$ cat src/rtl/pe_mac_array.sv
// pe_mac_array: multi-lane multiply-accumulate processing element.
//
// Each accepted beat multiplies LANES pixel/weight pairs and sums them into
// one lane-sum. Mode 0 emits one lane-sum per beat. Mode 1 accumulates
// lane-sums until a beat flagged last, then emits the total. The pipeline is
// three stages deep: input registers, lane-sum register, output stage.
//
// Ports:
//   clk, rstn                  clock, asynchronous active-low reset
//   in_valid/in_ready          input beat handshake
//   in_pixel, in_weight        LANES packed lanes, lane i at [i*W +: W]
//   in_mode, in_last           0 = per-beat sum, 1 = accumulate; last closes
//   pixel_out/pixel_out_valid  pixel forwarding to the neighbouring PE
//   out_valid/out_ready        result handshake
//   out_data                   result
//   err                        sticky protocol error (mode-0 beat while open)
//   sat                        sticky saturation flag
//
// Optional feature: define PE_MAC_SAT_EN to clamp a carrying accumulator
// addition to all-ones and set sat. Without it arithmetic wraps and sat is 0.
module pe_mac_array #(
  parameter int unsigned LANES        = 4,
  parameter int unsigned DATA_WIDTH   = 8,
  parameter int unsigned WEIGHT_WIDTH = 8,
  parameter int unsigned ACC_WIDTH    = 32
) (
  input  logic                          clk,
  input  logic                          rstn,
  input  logic                          in_valid,
  output logic                          in_ready,
  input  logic [LANES*DATA_WIDTH-1:0]   in_pixel,
  input  logic [LANES*WEIGHT_WIDTH-1:0] in_weight,
  input  logic                          in_mode,
  input  logic                          in_last,
  output logic [LANES*DATA_WIDTH-1:0]   pixel_out,
  output logic                          pixel_out_valid,
  output logic                          out_valid,
  input  logic                          out_ready,
  output logic [ACC_WIDTH-1:0]          out_data,
  output logic                          err,
  output logic                          sat
);

  localparam int unsigned PROD_W = DATA_WIDTH + WEIGHT_WIDTH;
  localparam int unsigned SUM_W  = PROD_W + $clog2(LANES);

  logic stall;
  logic accept;

  // Stage 1: captured beat
  logic                          s1_valid_q,  s1_valid_d;
  logic [LANES*DATA_WIDTH-1:0]   s1_pixel_q,  s1_pixel_d;
  logic [LANES*WEIGHT_WIDTH-1:0] s1_weight_q, s1_weight_d;
  logic                          s1_mode_q,   s1_mode_d;
  logic                          s1_last_q,   s1_last_d;

  // Stage 2: lane-sum
  logic                          s2_valid_q,  s2_valid_d;
  logic [SUM_W-1:0]              s2_sum_q,    s2_sum_d;
  logic                          s2_mode_q,   s2_mode_d;
  logic                          s2_last_q,   s2_last_d;

  // Output stage and accumulator
  logic                          out_valid_q, out_valid_d;
  logic [ACC_WIDTH-1:0]          out_data_q,  out_data_d;
  logic [ACC_WIDTH-1:0]          acc_q,       acc_d;
  logic                          open_q,      open_d;
  logic                          err_q,       err_d;

  // Pixel forwarding
  logic [LANES*DATA_WIDTH-1:0]   pix_out_q,   pix_out_d;
  logic                          pix_vld_q,   pix_vld_d;

  logic [PROD_W-1:0]             prod [LANES];
  logic [SUM_W-1:0]              lane_sum;
  logic [ACC_WIDTH-1:0]          acc_base;
  logic [ACC_WIDTH-1:0]          acc_next;

`ifdef PE_MAC_SAT_EN
  logic                          sat_q, sat_d;
  logic [ACC_WIDTH:0]            acc_wide;
`endif

  assign stall  = out_valid_q & ~out_ready;
  assign accept = in_valid & ~stall;

  // One independent multiplier per lane, then an adder tree over the lanes.
  always_comb begin
    lane_sum = '0;
    for (int unsigned i = 0; i < LANES; i++) begin
      prod[i]  = PROD_W'(s1_pixel_q[i*DATA_WIDTH +: DATA_WIDTH]) *
                 PROD_W'(s1_weight_q[i*WEIGHT_WIDTH +: WEIGHT_WIDTH]);
      lane_sum = lane_sum + SUM_W'(prod[i]);
    end
  end

  // Accumulator adder; a closed accumulation restarts from zero.
  always_comb begin
    acc_base = open_q ? acc_q : '0;
`ifdef PE_MAC_SAT_EN
    acc_wide = {1'b0, acc_base} + (ACC_WIDTH+1)'(s2_sum_q);
    acc_next = acc_wide[ACC_WIDTH] ? '1 : acc_wide[ACC_WIDTH-1:0];
`else
    acc_next = acc_base + ACC_WIDTH'(s2_sum_q);
`endif
  end

  always_comb begin
    s1_valid_d  = s1_valid_q;
    s1_pixel_d  = s1_pixel_q;
    s1_weight_d = s1_weight_q;
    s1_mode_d   = s1_mode_q;
    s1_last_d   = s1_last_q;
    s2_valid_d  = s2_valid_q;
    s2_sum_d    = s2_sum_q;
    s2_mode_d   = s2_mode_q;
    s2_last_d   = s2_last_q;
    out_valid_d = out_valid_q;
    out_data_d  = out_data_q;
    acc_d       = acc_q;
    open_d      = open_q;
    err_d       = err_q;
    pix_out_d   = pix_out_q;
    pix_vld_d   = accept;
`ifdef PE_MAC_SAT_EN
    sat_d       = sat_q;
`endif

    if (accept) begin
      pix_out_d = in_pixel;
    end

    // Without a stall, any result currently held is being consumed this edge,
    // so out_valid falls unless the output stage loads a new result.
    if (!stall) begin
      s1_valid_d = accept;
      if (accept) begin
        s1_pixel_d  = in_pixel;
        s1_weight_d = in_weight;
        s1_mode_d   = in_mode;
        s1_last_d   = in_last;
      end

      s2_valid_d = s1_valid_q;
      if (s1_valid_q) begin
        s2_sum_d  = lane_sum;
        s2_mode_d = s1_mode_q;
        s2_last_d = s1_last_q;
      end

      out_valid_d = 1'b0;
      if (s2_valid_q) begin
        if (!s2_mode_q) begin
          out_data_d  = ACC_WIDTH'(s2_sum_q);
          out_valid_d = 1'b1;
          if (open_q) begin
            err_d  = 1'b1;
            open_d = 1'b0;
          end
        end else begin
`ifdef PE_MAC_SAT_EN
          if (acc_wide[ACC_WIDTH]) begin
            sat_d = 1'b1;
          end
`endif
          if (s2_last_q) begin
            out_data_d  = acc_next;
            out_valid_d = 1'b1;
            open_d      = 1'b0;
          end else begin
            acc_d  = acc_next;
            open_d = 1'b1;
          end
        end
      end
    end
  end

  always_ff @(posedge clk or negedge rstn) begin
    if (!rstn) begin
      s1_valid_q  <= 1'b0;
      s1_pixel_q  <= '0;
      s1_weight_q <= '0;
      s1_mode_q   <= 1'b0;
      s1_last_q   <= 1'b0;
      s2_valid_q  <= 1'b0;
      s2_sum_q    <= '0;
      s2_mode_q   <= 1'b0;
      s2_last_q   <= 1'b0;
      out_valid_q <= 1'b0;
      out_data_q  <= '0;
      acc_q       <= '0;
      open_q      <= 1'b0;
      err_q       <= 1'b0;
      pix_out_q   <= '0;
      pix_vld_q   <= 1'b0;
`ifdef PE_MAC_SAT_EN
      sat_q       <= 1'b0;
`endif
    end else begin
      s1_valid_q  <= s1_valid_d;
      s1_pixel_q  <= s1_pixel_d;
      s1_weight_q <= s1_weight_d;
      s1_mode_q   <= s1_mode_d;
      s1_last_q   <= s1_last_d;
      s2_valid_q  <= s2_valid_d;
      s2_sum_q    <= s2_sum_d;
      s2_mode_q   <= s2_mode_d;
      s2_last_q   <= s2_last_d;
      out_valid_q <= out_valid_d;
      out_data_q  <= out_data_d;
      acc_q       <= acc_d;
      open_q      <= open_d;
      err_q       <= err_d;
      pix_out_q   <= pix_out_d;
      pix_vld_q   <= pix_vld_d;
`ifdef PE_MAC_SAT_EN
      sat_q       <= sat_d;
`endif
    end
  end

  assign in_ready        = ~stall;
  assign out_valid       = out_valid_q;
  assign out_data        = out_data_q;
  assign err             = err_q;
  assign pixel_out       = pix_out_q;
  assign pixel_out_valid = pix_vld_q;
`ifdef PE_MAC_SAT_EN
  assign sat             = sat_q;
`else
  assign sat             = 1'b0;
`endif

endmodule

$ cat config.mk
export PLATFORM = sky130hd
export DESIGN_NAME = pe_mac_array
export DESIGN_NICKNAME = d
export VERILOG_FILES = /design/src/rtl/pe_mac_array.sv
export SDC_FILE = /design/constraint.sdc
export NUM_CORES = 1
export LEC_CHECK = 0
export CAP_MARGIN = 0
export CORE_MARGIN = 10
export CORE_UTILIZATION = 50
export DETAILED_ROUTE_END_ITERATION = 10
export GPL_ROUTABILITY_DRIVEN = 0
export HOLD_SLACK_MARGIN = 0.06
export PLACE_DENSITY = 0.7
export SYNTH_ARGS = -nofsm -noshare
export SYNTH_HDL_FRONTEND = slang
export SYNTH_SLANG_ARGS = --single-unit
$ cat constraint.sdc
create_clock -name clk -period 8.2 [get_ports clk]
set_clock_uncertainty 0.1 [all_clocks]
set_input_delay 1.64 -clock clk [delete_from_list [all_inputs] [get_ports clk]]
set_output_delay 1.64 -clock clk [all_outputs]
set_load 0.02 [all_outputs]
; Word level (Yosys, flattened, before mapping)
; Cells that the tools add are included.
; Widths: inputs -> output; s select.
[totals]
ff_bits = 188
latchBits = 0
mem_bits_rw = 0
rom_bits = 0
output_inout_bits = 69
wordCells = 45
memories = 0
[classes]
addsub = 4
multipliers = 4
n_div = 0
magnitude_cmp = 0
n_eq_ne = 1
shifts = 0
mux = 8
n_bitwise = 6
reduce_logical = 6
[op_table]
columns = op, n
row1 = $mux 32, 3
row2 = $mul 8x8->16, 4
row3 = $add 32x18->32, 1
row4 = $add 17x16->18, 1
row5 = $add 18x16->18, 1
row6 = $add 16x16->17, 1
row7 = $reduce_and 4->1, 2
row8 = $reduce_and 2->1, 3
row9 = $mux 1, 5
row10 = $not 1->1, 4
row11 = $reduce_and 3->1, 1
row12 = $and 1x1->1, 2
row13 = $ne 2x1->1 const B, 1

; Longest topological paths before layout
[logic_depth]
depth_word = 5
depth_mapped = 26
mapped_depth_nobuf = 25

; Least setup slack after synthesis
; OpenSTA, ideal clock, no wires.
[synth_path]
path_kind = register -> register
from = reg pixel_out[4] (netlist name)
to = reg s2_sum_q[16]
setup_ps = 146
arrival_ps = 6248
setup_slack_ps = 1706
path_stages_with_launch = 21
path_buffers = 1
synth_period_minus_slack_ps = 6494
path_cell_list = dfrtp_1 clkbuf_1 and2_1 fa_1 inv_1 fa_1 fa_1 fa_1 inv_1 fa_1 fa_1 fa_1 fa_1 ha_1 a21o_1 a21o_1 o21ai_0 a21oi_1 o221ai_1 mux2i_1 o311ai_0
[synth_rtl]
columns = element, line_no
row1 = end signal: assignment, 207  ; s2_sum_q <= s2_sum_d;
row2 = end: declaration, 59  ; logic [SUM_W-1:0] s2_sum_q, s2_sum_d;

==> results.md <==
- Run status: finished, final reports clean
- All-Layer GR Usage: 20.4%
- Die height: 202 um
- Grt total ovfl: 0
- Slew HR: 29.4%
- Num CTS Buffers: 17
- Clock Path Buffers: 2
- Final Max Slew Viols: 0
- Reg clk slew, reported paths: 0.08 ns
- Area growth, synth to finish: 14.6%
- Number of H-tree levels: 4
- Layout cells sized above 1: 7.51%
- Cell taking the most area after synthesis: fa_1
- Final hold slack: 0.371 ns
- Detailed placement HPWL: 32100 um
- Clock sinks: 156
- Final hold vios: 0
- Min-Delay Path Class: flip-flop to flip-flop
- First-pass GRT wire length: 66400 um
- Final setup vio count: 0
- Yosys reg bits: 156
- Most used cell, CP: fa_1
- Mapped Area: 16500 um^2
- Die area: 40800 um^2
- Max Cap Viol: 0
- # port buffers: 137
- Ys async rst share: 100%
- FP Rows: 66
- Root buffer cell: clkbuf_16
- RSZ-0062 raised after global routing: false
- Vias in the first global route: 12442
- CP startpoint kind: flip-flop
- # fillers: 2805
- Max frequency: 144 MHz
- Final std cells w/o fill: 2239
- Mapped Cells: 1665
- DRT antenna net count: 0
- DRC viols: 0
- Starting Density: 50.7%
- Vias: 11663
- Final Cell Area: 19000 um^2
- Post-detailed-routing wire length: 40200 um
- Post-synth top area share: 27.2%
- DR pass1 iterations: 5
- Cell Chain, Critical Path: nand2_1 -> fa_1 -> inv_1 -> fa_1 -> inv_1 -> fa_1 -> inv_1 -> ha_1 -> inv_1 -> fa_1 -> inv_1 -> fa_1 -> inv_1 -> fa_1 -> fa_1 -> fa_1 -> nor2b_1 -> o21ai_0 -> a21oi_1 -> o21ai_1 -> a221oi_1 -> nor2_1 -> a211o_1
- Setup Crit Path Kind: flip-flop to flip-flop
- Post-CTS Hold Fix Bufs: 0
- Mean Syn Cell Area: 9.94 um^2
- Setup TNS Final: 0 ns
- Top Ports: 139
- Post-synth EDFFs: 0
- Library cells used by synthesis: 67
- Worst Setup End Kind: flip-flop
- DRT iter0 DRCs: 747
- Slowest Stage Delay on Critical Path: 0.60 ns
- Largest net degree at the start of global routing: 94
- Drt wl/cell: 18.0 um
- Top cells by count, synth: inv_1 (305), fa_1 (225), and2_1 (197)
- Post-CTS sizing: 0
- Initial antenna violation count: 0
- Fin crit share: 84.5%
- Post-synth top flop: dfrtp_1
- Core area: 32600 um^2
- CP Data Arrival Time: 7.18 ns
- Measured slew at the worst slew-check pin: 1.06 ns
- Synth top area cells: fa_1 (27%), dfrtp_1 (24%), ha_1 (11%)
- Die X-Extent: 202 um
- Placed Instance Area: 18300 um^2
- Most frequent cell after synthesis: inv_1
- CTS tree: yes
- Worst path slowest cell: dfrtp_1
- Max FO, Critical Path: 10
- Critical Path RT: 8.45 ns
- Vias per cell: 5.21
- Clk_lat worst skew: 0.46 ns
- N_diodes: 0
- Syn nets: 2107
- Layout Nets: 2226
- Setup bufs post-CTS: 0
- Sequential-to-total area share from yosys stat: 23.6%
- Placed cell count: 2207
- Min Tclk post-route: 6.93 ns
- Yosys warning total: 0
## layout make-up
type                    count  area, um^2  area share [%]
repair buffers            143        1420            7.48
multi-input cells        1160       11300            59.7
well taps                 442         553            2.92
flip-flops and latches    156        3900            20.6
clock inverters            15         193            1.02
inverters                 306        1150            6.06
clock buffers              17         425            2.24
## through the flow
step                util (%)  setup WS (ns)
floorplan                  -           1.71
global placement        56.2           1.29
detailed placement      56.2           1.28
CTS                     58.1           1.26
global route            58.1          0.939
finish                  58.1           1.27
## layout by cell type (no fill, tap or decap), types with 3 or more instances in the layout
| cell type | count |
|---|---|
| a211oi_2 | 4 |
| a21o_1 | 11 |
| a21oi_1 | 36 |
| a31oi_1 | 7 |
| and2_1 | 197 |
| and3_1 | 10 |
| buf_4 | 6 |
| clkbuf_16 | 17 |
| clkdlybuf4s50_1 | 136 |
| clkinv_8 | 6 |
| dfrtp_1 | 156 |
| fa_1 | 225 |
| ha_1 | 147 |
| inv_1 | 305 |
| inv_8 | 4 |
| mux2_2 | 76 |
| mux2i_1 | 16 |
| nand2_1 | 194 |
| nand2b_1 | 6 |
| nand3_1 | 18 |
| nand4_1 | 6 |
| nand4b_1 | 3 |
| nor2_1 | 29 |
| nor3_1 | 9 |
| nor3b_1 | 5 |
| o211ai_1 | 3 |
| o21ai_0 | 50 |
| o21ai_1 | 14 |
| o221ai_1 | 3 |
| o31ai_1 | 3 |
| xnor2_1 | 22 |
| xor2_1 | 19 |
## final timing paths
kind                       depth (start not counted)            end  slack (ns)          from
max                                               23   s2_sum_q[17]        1.27  pixel_out[2]
min                                                2       acc_q[3]        0.37      acc_q[3]
max reg2reg                                       23   s2_sum_q[17]        1.27  pixel_out[2]
min reg2reg                                        2       acc_q[3]        0.37      acc_q[3]
max in group asynchronous                          2  pixel_out[22]        5.41          rstn
min in group asynchronous                          1   out_data[19]        1.14          rstn
## routing by layer
layer / track usage, % / wire length (um) / up-vias
li1: - / - / 5469
met1: 25.9 / 17100 / 5913
met2: 35.7 / 20800 / 241
met3: 2.77 / 1550 / 40
met4: 5.96 / 772 / 0
met5: 0 / 0 / -
## critical path, delay by kind of cell, from the launching register on
family          cells  cell delay [ns]
compound gates      5             1.23
fa+ha+maj           9             4.20
simple gates        3             0.36
buf+inv             6             0.31
flops               1             0.60
## state kept, by name, indices dropped and copies added, names as in the netlist
name and flops:
acc_q 32, err 1, open_q 1, out_data 32, out_valid 1, pixel_out 24
pixel_out_valid 1, s1_last_q 1, s1_mode_q 1, s1_pixel_q 8, s1_valid_q 1, s1_weight_q 32
s2_last_q 1, s2_mode_q 1, s2_sum_q 18, s2_valid_q 1
## kinds of logic after synthesis
group | Yosys count | share of synthesized area (%)
other | 1 | 0.0227
buffers and inverters | 349 | 8.05
XOR/XNOR | 41 | 2.17
AO/OA/AOI/OAI | 161 | 6.32
adder cells (fa/ha/maj) | 372 | 38.3
AND/OR/NAND/NOR | 492 | 15.3
flip-flops | 156 | 23.6
multiplexers | 93 | 6.23
Power is not shown: default switching activity piles up to over one toggle a cycle in this logic, so the estimate is an artifact.
